<file path="config.mk">
export PLATFORM = sky130hd
export DESIGN_NAME = l2_ifill_resp_flat
export DESIGN_NICKNAME = d
export VERILOG_FILES = /design/src/rtl/l2_ifill_resp_pkg.sv /design/src/rtl/l2_ifill_resp_if.sv /design/src/rtl/l2_ifill_resp_beat_asm.sv /design/src/rtl/l2_ifill_resp.sv /design/src/flat_wrapper.sv
export SDC_FILE = /design/constraint.sdc
export NUM_CORES = 1
export LEC_CHECK = 0
export ABC_AREA = 1
export CAP_MARGIN = 20
export CORE_AREA = 2 2 262 264
export CTS_BUF_LIST = sky130_fd_sc_hd__clkbuf_4
export DETAILED_ROUTE_END_ITERATION = 7
export DIE_AREA = 0 0 264 266
export PLACE_DENSITY = 0.73
export SLEW_MARGIN = 20
export SYNTH_ARGS = -nofsm -noshare
export SYNTH_HDL_FRONTEND = slang
export SYNTH_HIERARCHICAL = 1
export SYNTH_SLANG_ARGS = --single-unit
</file>
<file path="constraint.sdc">
create_clock -name clk_i -period 2.2 [get_ports clk_i]
set_input_delay 0.44 -clock clk_i [delete_from_list [all_inputs] [get_ports clk_i]]
set_output_delay 0.44 -clock clk_i [all_outputs]
set_load 0.01 [all_outputs]
</file>
<file path="src/rtl/l2_ifill_resp_pkg.sv">
// l2_ifill_resp shared types and geometry helpers.
// Imported by the responder, its beat assembler and the bench.
`timescale 1ns/1ps
package l2_ifill_pkg;

  typedef enum logic [1:0] {
    IDLE,
    MREQ,
    FILL,
    RESP
  } state_e;

  function automatic int unsigned offset_f(
    input int unsigned line_size
  );
    return $clog2(line_size);
  endfunction

  function automatic int unsigned beats_f(
    input int unsigned line_size,
    input int unsigned beat_width
  );
    return (line_size * 8) / beat_width;
  endfunction

  function automatic logic [63:0] line_align(
    input logic [63:0] a,
    input int unsigned off
  );
    return a & ~((64'd1 << off) - 64'd1);
  endfunction

endpackage

</file>
<file path="src/rtl/l2_ifill_resp_if.sv">
// I$ refill port and memory read channel of l2_ifill_resp.
// slave = responder side, master = I$/memory side.
`timescale 1ns/1ps
interface l2_ifill_resp_if #(
  parameter int unsigned ADDR_WIDTH = 32,
  parameter int unsigned LINE_SIZE  = 64,
  parameter int unsigned BEAT_WIDTH = 64
);
  logic                   ic_req_valid_i;
  logic [ADDR_WIDTH-1:0]  ic_req_addr_i;
  logic                   ic_req_ready_o;
  logic                   ic_resp_valid_o;
  logic                   ic_resp_ready_i;
  logic [ADDR_WIDTH-1:0]  ic_resp_addr_o;
  logic [LINE_SIZE*8-1:0] ic_resp_data_o;
  logic                   mem_req_valid_o;
  logic                   mem_req_ready_i;
  logic [ADDR_WIDTH-1:0]  mem_req_addr_o;
  logic                   mem_rvalid_i;
  logic [BEAT_WIDTH-1:0]  mem_rdata_i;

  modport slave (
    input  ic_req_valid_i, ic_req_addr_i,
    output ic_req_ready_o,
    output ic_resp_valid_o, ic_resp_addr_o,
    output ic_resp_data_o,
    input  ic_resp_ready_i,
    output mem_req_valid_o, mem_req_addr_o,
    input  mem_req_ready_i,
    input  mem_rvalid_i, mem_rdata_i
  );

  modport master (
    output ic_req_valid_i, ic_req_addr_i,
    input  ic_req_ready_o,
    input  ic_resp_valid_o, ic_resp_addr_o,
    input  ic_resp_data_o,
    output ic_resp_ready_i,
    input  mem_req_valid_o, mem_req_addr_o,
    output mem_req_ready_i,
    output mem_rvalid_i, mem_rdata_i
  );
endinterface

</file>
<file path="src/rtl/l2_ifill_resp_beat_asm.sv">
// Beat assembler: counts burst beats and writes each one
// into its slot of the line register; flags the last beat.
`timescale 1ns/1ps
module l2_ifill_beat_asm #(
  parameter int unsigned BEATS      = 8,
  parameter int unsigned BEAT_WIDTH = 64
) (
  input  logic                        clk_i,
  input  logic                        rst_ni,
  input  logic                        clr_i,
  input  logic                        en_i,
  input  logic [BEAT_WIDTH-1:0]       beat_i,
  output logic [BEATS*BEAT_WIDTH-1:0] line_o,
  output logic                        last_o
);
  localparam int unsigned CW = $clog2(BEATS);

  logic [CW-1:0]                      cnt_q;
  logic [BEATS-1:0][BEAT_WIDTH-1:0]   line_q;

  always_ff @(posedge clk_i or negedge rst_ni) begin
    if (!rst_ni) begin
      cnt_q  <= '0;
      line_q <= '0;
    end else if (clr_i) begin
      cnt_q <= '0;
    end else if (en_i) begin
      line_q[cnt_q] <= beat_i;
      cnt_q         <= cnt_q + CW'(1);
    end
  end

  assign line_o = line_q;
  assign last_o = en_i && (cnt_q == CW'(BEATS - 1));

endmodule

</file>
<file path="src/rtl/l2_ifill_resp.sv">
// L2 responder for I$ line refills (burst fetch + line assembly).
// Optional one-entry line buffer: define L2_IFILL_LINEBUF_EN.
`timescale 1ns/1ps
module l2_ifill_resp
  import l2_ifill_pkg::*;
#(
  parameter int unsigned ADDR_WIDTH = 32,
  parameter int unsigned LINE_SIZE  = 64,
  parameter int unsigned BEAT_WIDTH = 64
) (
  input  logic            clk_i,
  input  logic            rst_ni,
  input  logic            flush_i,
  l2_ifill_resp_if.slave  bus_if
);
  localparam int unsigned OFFSET = offset_f(LINE_SIZE);
  localparam int unsigned BEATS  =
    beats_f(LINE_SIZE, BEAT_WIDTH);

  state_e                  state_q;
  logic [ADDR_WIDTH-1:0]   addr_q;
  logic                    req_rdy_q;
  logic                    mreq_vld_q;
  logic                    resp_vld_q;
  logic [LINE_SIZE*8-1:0]  line;
  logic                    last;
  logic                    hit;
  logic [ADDR_WIDTH-1:0]   req_line;

  wire req_fire  = bus_if.ic_req_valid_i & req_rdy_q;
  wire mreq_fire = (state_q == MREQ)
                 & bus_if.mem_req_ready_i;
  wire beat_en   = (state_q == FILL)
                 & bus_if.mem_rvalid_i;

  assign req_line = ADDR_WIDTH'(line_align(
    64'(bus_if.ic_req_addr_i), OFFSET));

  l2_ifill_beat_asm #(
    .BEATS      (BEATS),
    .BEAT_WIDTH (BEAT_WIDTH)
  ) u_asm (
    .clk_i  (clk_i),
    .rst_ni (rst_ni),
    .clr_i  (mreq_fire),
    .en_i   (beat_en),
    .beat_i (bus_if.mem_rdata_i),
    .line_o (line),
    .last_o (last)
  );

`ifdef L2_IFILL_LINEBUF_EN
  // The assembly register doubles as buffer storage: it
  // only changes during a fill, which rewrites valid/tag.
  localparam int unsigned TW = ADDR_WIDTH - OFFSET;

  logic          buf_vld_q;
  logic [TW-1:0] tag_q;
  logic          fill_flush_q;

  assign hit = buf_vld_q & ~flush_i &
    (bus_if.ic_req_addr_i[ADDR_WIDTH-1:OFFSET] == tag_q);

  always_ff @(posedge clk_i or negedge rst_ni) begin
    if (!rst_ni) begin
      buf_vld_q    <= 1'b0;
      tag_q        <= '0;
      fill_flush_q <= 1'b0;
    end else begin
      if (req_fire)     fill_flush_q <= 1'b0;
      else if (flush_i) fill_flush_q <= 1'b1;
      if (flush_i) begin
        buf_vld_q <= 1'b0;
      end else if (last && !fill_flush_q) begin
        buf_vld_q <= 1'b1;
        tag_q     <= addr_q[ADDR_WIDTH-1:OFFSET];
      end
    end
  end
`else
  logic unused_flush;
  assign unused_flush = flush_i;
  assign hit          = 1'b0;
`endif

  always_ff @(posedge clk_i or negedge rst_ni) begin
    if (!rst_ni) begin
      state_q    <= IDLE;
      addr_q     <= '0;
      req_rdy_q  <= 1'b1;
      mreq_vld_q <= 1'b0;
      resp_vld_q <= 1'b0;
    end else begin
      unique case (state_q)
        IDLE: if (req_fire) begin
          addr_q    <= req_line;
          req_rdy_q <= 1'b0;
          if (hit) begin
            state_q    <= RESP;
            resp_vld_q <= 1'b1;
          end else begin
            state_q    <= MREQ;
            mreq_vld_q <= 1'b1;
          end
        end
        MREQ: if (bus_if.mem_req_ready_i) begin
          state_q    <= FILL;
          mreq_vld_q <= 1'b0;
        end
        FILL: if (last) begin
          state_q    <= RESP;
          resp_vld_q <= 1'b1;
        end
        RESP: if (bus_if.ic_resp_ready_i) begin
          state_q    <= IDLE;
          resp_vld_q <= 1'b0;
          req_rdy_q  <= 1'b1;
        end
        default: state_q <= IDLE;
      endcase
    end
  end

  // Ready is forced low while reset is asserted.
  assign bus_if.ic_req_ready_o  = req_rdy_q & rst_ni;
  assign bus_if.mem_req_valid_o = mreq_vld_q;
  assign bus_if.mem_req_addr_o  = addr_q;
  assign bus_if.ic_resp_valid_o = resp_vld_q;
  assign bus_if.ic_resp_addr_o  = addr_q;
  assign bus_if.ic_resp_data_o  = line;

endmodule

</file>
<file path="src/flat_wrapper.sv">
// flat-port wrapper written by rule: the top's interface ports become plain ports
module l2_ifill_resp_flat import l2_ifill_pkg::*;
#(
  parameter int unsigned ADDR_WIDTH = 32,
  parameter int unsigned LINE_SIZE  = 64,
  parameter int unsigned BEAT_WIDTH = 64
)
  (clk_i, rst_ni, flush_i, bus_if_ic_req_valid_i, bus_if_ic_req_addr_i, bus_if_ic_req_ready_o, bus_if_ic_resp_valid_o, bus_if_ic_resp_addr_o, bus_if_ic_resp_data_o, bus_if_ic_resp_ready_i, bus_if_mem_req_valid_o, bus_if_mem_req_addr_o, bus_if_mem_req_ready_i, bus_if_mem_rvalid_i, bus_if_mem_rdata_i);
  l2_ifill_resp_if #(.ADDR_WIDTH(ADDR_WIDTH), .LINE_SIZE(LINE_SIZE), .BEAT_WIDTH(BEAT_WIDTH)) bus_if_i ();
  input  logic clk_i;
  input  logic rst_ni;
  input  logic flush_i;
  input wire logic [$bits(bus_if_i.ic_req_valid_i)-1:0] bus_if_ic_req_valid_i;
  input wire logic [$bits(bus_if_i.ic_req_addr_i)-1:0] bus_if_ic_req_addr_i;
  output wire logic [$bits(bus_if_i.ic_req_ready_o)-1:0] bus_if_ic_req_ready_o;
  output wire logic [$bits(bus_if_i.ic_resp_valid_o)-1:0] bus_if_ic_resp_valid_o;
  output wire logic [$bits(bus_if_i.ic_resp_addr_o)-1:0] bus_if_ic_resp_addr_o;
  output wire logic [$bits(bus_if_i.ic_resp_data_o)-1:0] bus_if_ic_resp_data_o;
  input wire logic [$bits(bus_if_i.ic_resp_ready_i)-1:0] bus_if_ic_resp_ready_i;
  output wire logic [$bits(bus_if_i.mem_req_valid_o)-1:0] bus_if_mem_req_valid_o;
  output wire logic [$bits(bus_if_i.mem_req_addr_o)-1:0] bus_if_mem_req_addr_o;
  input wire logic [$bits(bus_if_i.mem_req_ready_i)-1:0] bus_if_mem_req_ready_i;
  input wire logic [$bits(bus_if_i.mem_rvalid_i)-1:0] bus_if_mem_rvalid_i;
  input wire logic [$bits(bus_if_i.mem_rdata_i)-1:0] bus_if_mem_rdata_i;
  assign bus_if_i.ic_req_valid_i = bus_if_ic_req_valid_i;
  assign bus_if_i.ic_req_addr_i = bus_if_ic_req_addr_i;
  assign bus_if_ic_req_ready_o = bus_if_i.ic_req_ready_o;
  assign bus_if_ic_resp_valid_o = bus_if_i.ic_resp_valid_o;
  assign bus_if_ic_resp_addr_o = bus_if_i.ic_resp_addr_o;
  assign bus_if_ic_resp_data_o = bus_if_i.ic_resp_data_o;
  assign bus_if_i.ic_resp_ready_i = bus_if_ic_resp_ready_i;
  assign bus_if_mem_req_valid_o = bus_if_i.mem_req_valid_o;
  assign bus_if_mem_req_addr_o = bus_if_i.mem_req_addr_o;
  assign bus_if_i.mem_req_ready_i = bus_if_mem_req_ready_i;
  assign bus_if_i.mem_rvalid_i = bus_if_mem_rvalid_i;
  assign bus_if_i.mem_rdata_i = bus_if_mem_rdata_i;
  l2_ifill_resp #(.ADDR_WIDTH(ADDR_WIDTH), .LINE_SIZE(LINE_SIZE), .BEAT_WIDTH(BEAT_WIDTH)) u_core (.clk_i(clk_i), .rst_ni(rst_ni), .flush_i(flush_i), .bus_if(bus_if_i));
endmodule
</file>
==> flow_summary.json, run 1 <==
{
  "status": "finished clean",
  "synth.distinct_cells": 26,
  "port-buffer-count": 662,
  "floorplan.die_area_sq_mm": 0.0702,
  "crit_fanout": 2,
  "family_with_the_most_delay_on_the_worst_path": "flip-flops",
  "layout-drive-gt1-share_pct": 12.1,
  "r2r_setup_slack_ns": 0.24,
  "yosysWarnings": 6,
  "post_synthesis_simple_gate_area_fraction_pct": 26.0,
  "top_library_cells_by_usage_in_the_layout_fill_and_taps_aside": "1205 x sky130_fd_sc_hd__nand2_1, 545 x sky130_fd_sc_hd__dfrtp_1, 470 x sky130_fd_sc_hd__dlygate4sd2_1",
  "postSynthAreaPerCell_sq_um": 8.75,
  "die_height_um": 266,
  "share_seq_of_total_power_pct": 38.3,
  "setup_repair_after_global_routing_missed_its_margin": "yes",
  "setup_viol": 0,
  "finalCritPeriodShare_pct": 95.3,
  "timing_worst_slew_pin_value_ns": 1.02,
  "nFillCells": 6462,
  "setup.worst_path.start_class": "flip-flop",
  "p_leak_uw": 0.0179,
  "number_of_enable_type_register_cells_in_the_synthesized_netlist": 0,
  "dpl.hpwl_mm": 56.7,
  "placement_rows": 96,
  "first_pass_grt_wire_length_mm": 128,
  "effective_utilization_at_floorplan_pct": 33.9,
  "gr-total-overflow": 0,
  "timing.hold.worst.class": "in2async",
  "clock_buffer_depth": 3,
  "worst_ep_required_time_ns": 1.76,
  "dominant_combinational_cell_family_by_area_after_synthesis": "simple AND/OR/NAND/NOR gates",
  "pin_count_of_the_biggest_net_entering_global_routing": 175,
  "flow.area_growth_from_synthesis_pct": 40.3,
  "hold_vio_cnt_final": 0,
  "cts_tree": "built",
  "ant_nets": 0,
  "cts_sinks": 546,
  "floorplan_core_area_sq_mm": 0.0677,
  "wire_per_inst_um": 20.2,
  "clkTransAtPathRegs_ns": 0.06,
  "timing.max_cap.violations": 0,
  "switching_power_uw": 15900,
  "power.switching_fraction_pct": 38.6,
  "whs_ns": 0.120,
  "boundaryPins": 682,
  "critical_path_buf_inv_count": 2,
  "drv_slew": 0,
  "mostFrequentLayoutCell": "sky130_fd_sc_hd__nand2_1",
  "finish.net_count": 3436,
  "detail_route.vias_per_cell": 4.82,
  "clock_tree.root_cell": "sky130_fd_sc_hd__clkbuf_4",
  "synth-compound-area-share_pct": 5.37,
  "drt_iter0_markers": 1637,
  "type_of_element_capturing_the_critical_path": "output pin",
  "timing.critical_path.slowest_stage_cell": "sky130_fd_sc_hd__dfstp_2",
  "seq_area_sq_mm": 0.0137,
  "max-slew-margin-rel_pct": 31.9,
  "synth_top_flop_cell": "sky130_fd_sc_hd__dfrtp_1",
  "power.ir.vdd_worst_v": 0.000595,
  "regToRegEndpoint": "u_core/u_asm/line_o[147]",
  "drcViolationCount": 0,
  "mappedNetlistArea_sq_mm": 0.0230,
  "r2r_cells": 11,
  "crit_path_max_incr_delay_ns": 0.52,
  "synth.ff_latch_count": 546,
  "synth_xor_xnor_area_share_pct": 0,
  "first_global_vias": 20426,
  "fin_setup_tns_ns": 0,
  "crit_path_cells": "nand2_1 > inv_1 > buf_6",
  "wire_length_reported_by_the_detailed_router_mm": 87.1,
  "setup.worst_path.class": "reg2out",
  "synth.yosys.seq_area_share_pct": 59.5,
  "fp.dieW_um": 264,
  "gp_congestion": 0.820,
  "cts_inserted_buffers": 149,
  "internal_power_uw": 25300,
  "pwr-share-comb_pct": 39.4,
  "rr_startpoint": "u_core/state_q[1]",
  "grtUsageTotal_pct": 24.2,
  "ys_async_sr_fraction_pct": 100,
  "multiInputGateArea_sq_mm": 0.00749,
  "netlist_instances": 2628,
  "fin_worst_skew_ns": 0.0383,
  "adder_cell_fraction_of_synth_area_pct": 0.436,
  "worst_ep_arrival_time_ns": 1.66,
  "iteration_count_of_the_initial_detailed_routing_pass": 5,
  "max_freq_mhz": 477,
  "antenna_found_initial": 4,
  "htree_num_levels": 4,
  "finalWorstPathRequiredPeriod_ns": 2.10,
  "post_synth_mux_area_share_pct": 0,
  "clock_latency_ns": 0.95,
  "num_vias": 20763,
  "clock_power_share_pct": 22.3,
  "power_density_over_the_cells_mw_per_mm2": 1280
}
## state kept, by name, summed over array words and instances, names as in the netlist
| signal | cells |
|---|---|
| u_core/req_rdy_q | 1 |
| u_core/u_asm/line_o | 512 |
| u_core/bus_if.mem_req_valid_o | 1 |
| u_core/u_asm/cnt_q | 3 |
| u_core/bus_if.ic_resp_addr_o | 26 |
| u_core/bus_if.ic_resp_valid_o | 1 |
| u_core/state_q | 2 |
## cell families (layout without fill, tap and decap cells)
| logic type | count (synthesis) | count (layout) |
|---|---|---|
| and+or+nand+nor | 1489 | 1489 |
| buffers and inverters | 423 | 1208 |
| other | 1 | 15 |
| AOI/OAI and AO/OA | 161 | 161 |
| adders and majority gates | 8 | 8 |
| DFF | 546 | 546 |
## cell type report
| cell class | instances | share of cell area [%] |
|---|---|---|
| antenna | 3 | 0.0233 |
| clock buffer | 222 | 5.17 |
| clock inverter | 28 | 0.590 |
| inverter | 171 | 1.99 |
| multi-input combinational | 1670 | 23.2 |
| sequential | 546 | 42.4 |
| tap | 882 | 3.42 |
| timing repair buffer | 787 | 23.2 |
## synthesized netlist by cell type, types with 2 or more instances
| cell | n | share of area, % |
|---|---|---|
| sky130_fd_sc_hd__buf_1 | 18 | 0.29 |
| sky130_fd_sc_hd__buf_2 | 80 | 1.7 |
| sky130_fd_sc_hd__buf_4 | 38 | 1.2 |
| sky130_fd_sc_hd__buf_6 | 15 | 0.73 |
| sky130_fd_sc_hd__clkbuf_1 | 51 | 0.83 |
| sky130_fd_sc_hd__clkbuf_2 | 50 | 1.1 |
| sky130_fd_sc_hd__dfrtp_1 | 545 | 59 |
| sky130_fd_sc_hd__ha_1 | 8 | 0.44 |
| sky130_fd_sc_hd__inv_1 | 169 | 2.8 |
| sky130_fd_sc_hd__inv_2 | 2 | 0.033 |
| sky130_fd_sc_hd__nand2_1 | 1209 | 20 |
| sky130_fd_sc_hd__nand3_1 | 257 | 5.6 |
| sky130_fd_sc_hd__nand3_2 | 4 | 0.17 |
| sky130_fd_sc_hd__nor2_1 | 10 | 0.16 |
| sky130_fd_sc_hd__nor2_2 | 5 | 0.14 |
| sky130_fd_sc_hd__o21ai_0 | 2 | 0.044 |
| sky130_fd_sc_hd__o21ai_2 | 26 | 0.99 |
| sky130_fd_sc_hd__o21bai_1 | 131 | 4.3 |
## layer usage
layer	global-route usage (%)	vias to the layer above	part of all wire, %
met3	6.94	225	8.4
li1	-	9505	-
met2	39.4	1030	47
met1	29.5	9999	40
met5	0	-	0.022
met4	11.5	4	4.3
## worst min-delay path, cell delays in order
cell,delay (ns)
sky130_fd_sc_hd__dlygate4sd3_1,0.56
sky130_fd_sc_hd__buf_8,0.16
sky130_fd_sc_hd__buf_12,0.31
## what timing repair did
action / in CTS / in global routing
pin swaps: 0 / 1
endpoints found under the hold margin: 532 / 0
setup endpoints to repair: 567 / 57
hold buffers: 27 / 0
gates cloned: 0 / 1
resized for setup: 702 / 5
buffers inserted: 15 / 3
## worst max path at each step
| stage | depth (start not counted) | to | start | slack, ns |
|---|---|---|---|---|
| after floorplan | 10 | u_core/u_asm/line_o[100] | u_core/state_q[0] | 0.47 |
| after global placement | 9 | u_core/u_asm/line_o[9] | bus_if_mem_req_ready_i | -0.04 |
| after detailed placement | 9 | u_core/u_asm/line_o[9] | bus_if_mem_req_ready_i | -0.04 |
| after CTS | 3 | bus_if_ic_req_ready_o | u_core/req_rdy_q | -0.1 |
| after global routing | 3 | bus_if_ic_req_ready_o | u_core/req_rdy_q | -0.003 |
| final | 3 | bus_if_ic_req_ready_o | u_core/req_rdy_q | 0.10 |
## stage by stage
stage | power [uW] | utilization (%) | cell area (sq um) | cells | setup slack (ns)
floorplan | 23300 | - | 23000 | 2639 | 0.471
global placement | 34100 | 45.1 | 30600 | 4010 | -0.0438
detailed placement | 34500 | 45.1 | 30600 | 4010 | -0.0422
CTS | 41400 | 47.5 | 32200 | 4302 | -0.0978
global route | 43600 | 47.6 | 32200 | 4307 | -0.00317
finish | 41200 | 47.6 | 32200 | 4309 | 0.103
## power by group through the flow
stage                     sequential [uW]  combinational, uW  clock (uW)
after floorplan                     17500               5840           0
after global placement              15900              18200           0
after detailed placement            16000              18400           0
after CTS                           15700              16200        9430
after global routing                16200              17500        9950
final                               15800              16200        9180
Note: power is estimated with default switching activity, not from simulation.
==> inputs of run 2 (changes only) <==
CAP_MARGIN = 30   (was 20)
==> results of run 2 <==
The final DEF is identical to that of run 1; final timing and power are the same.
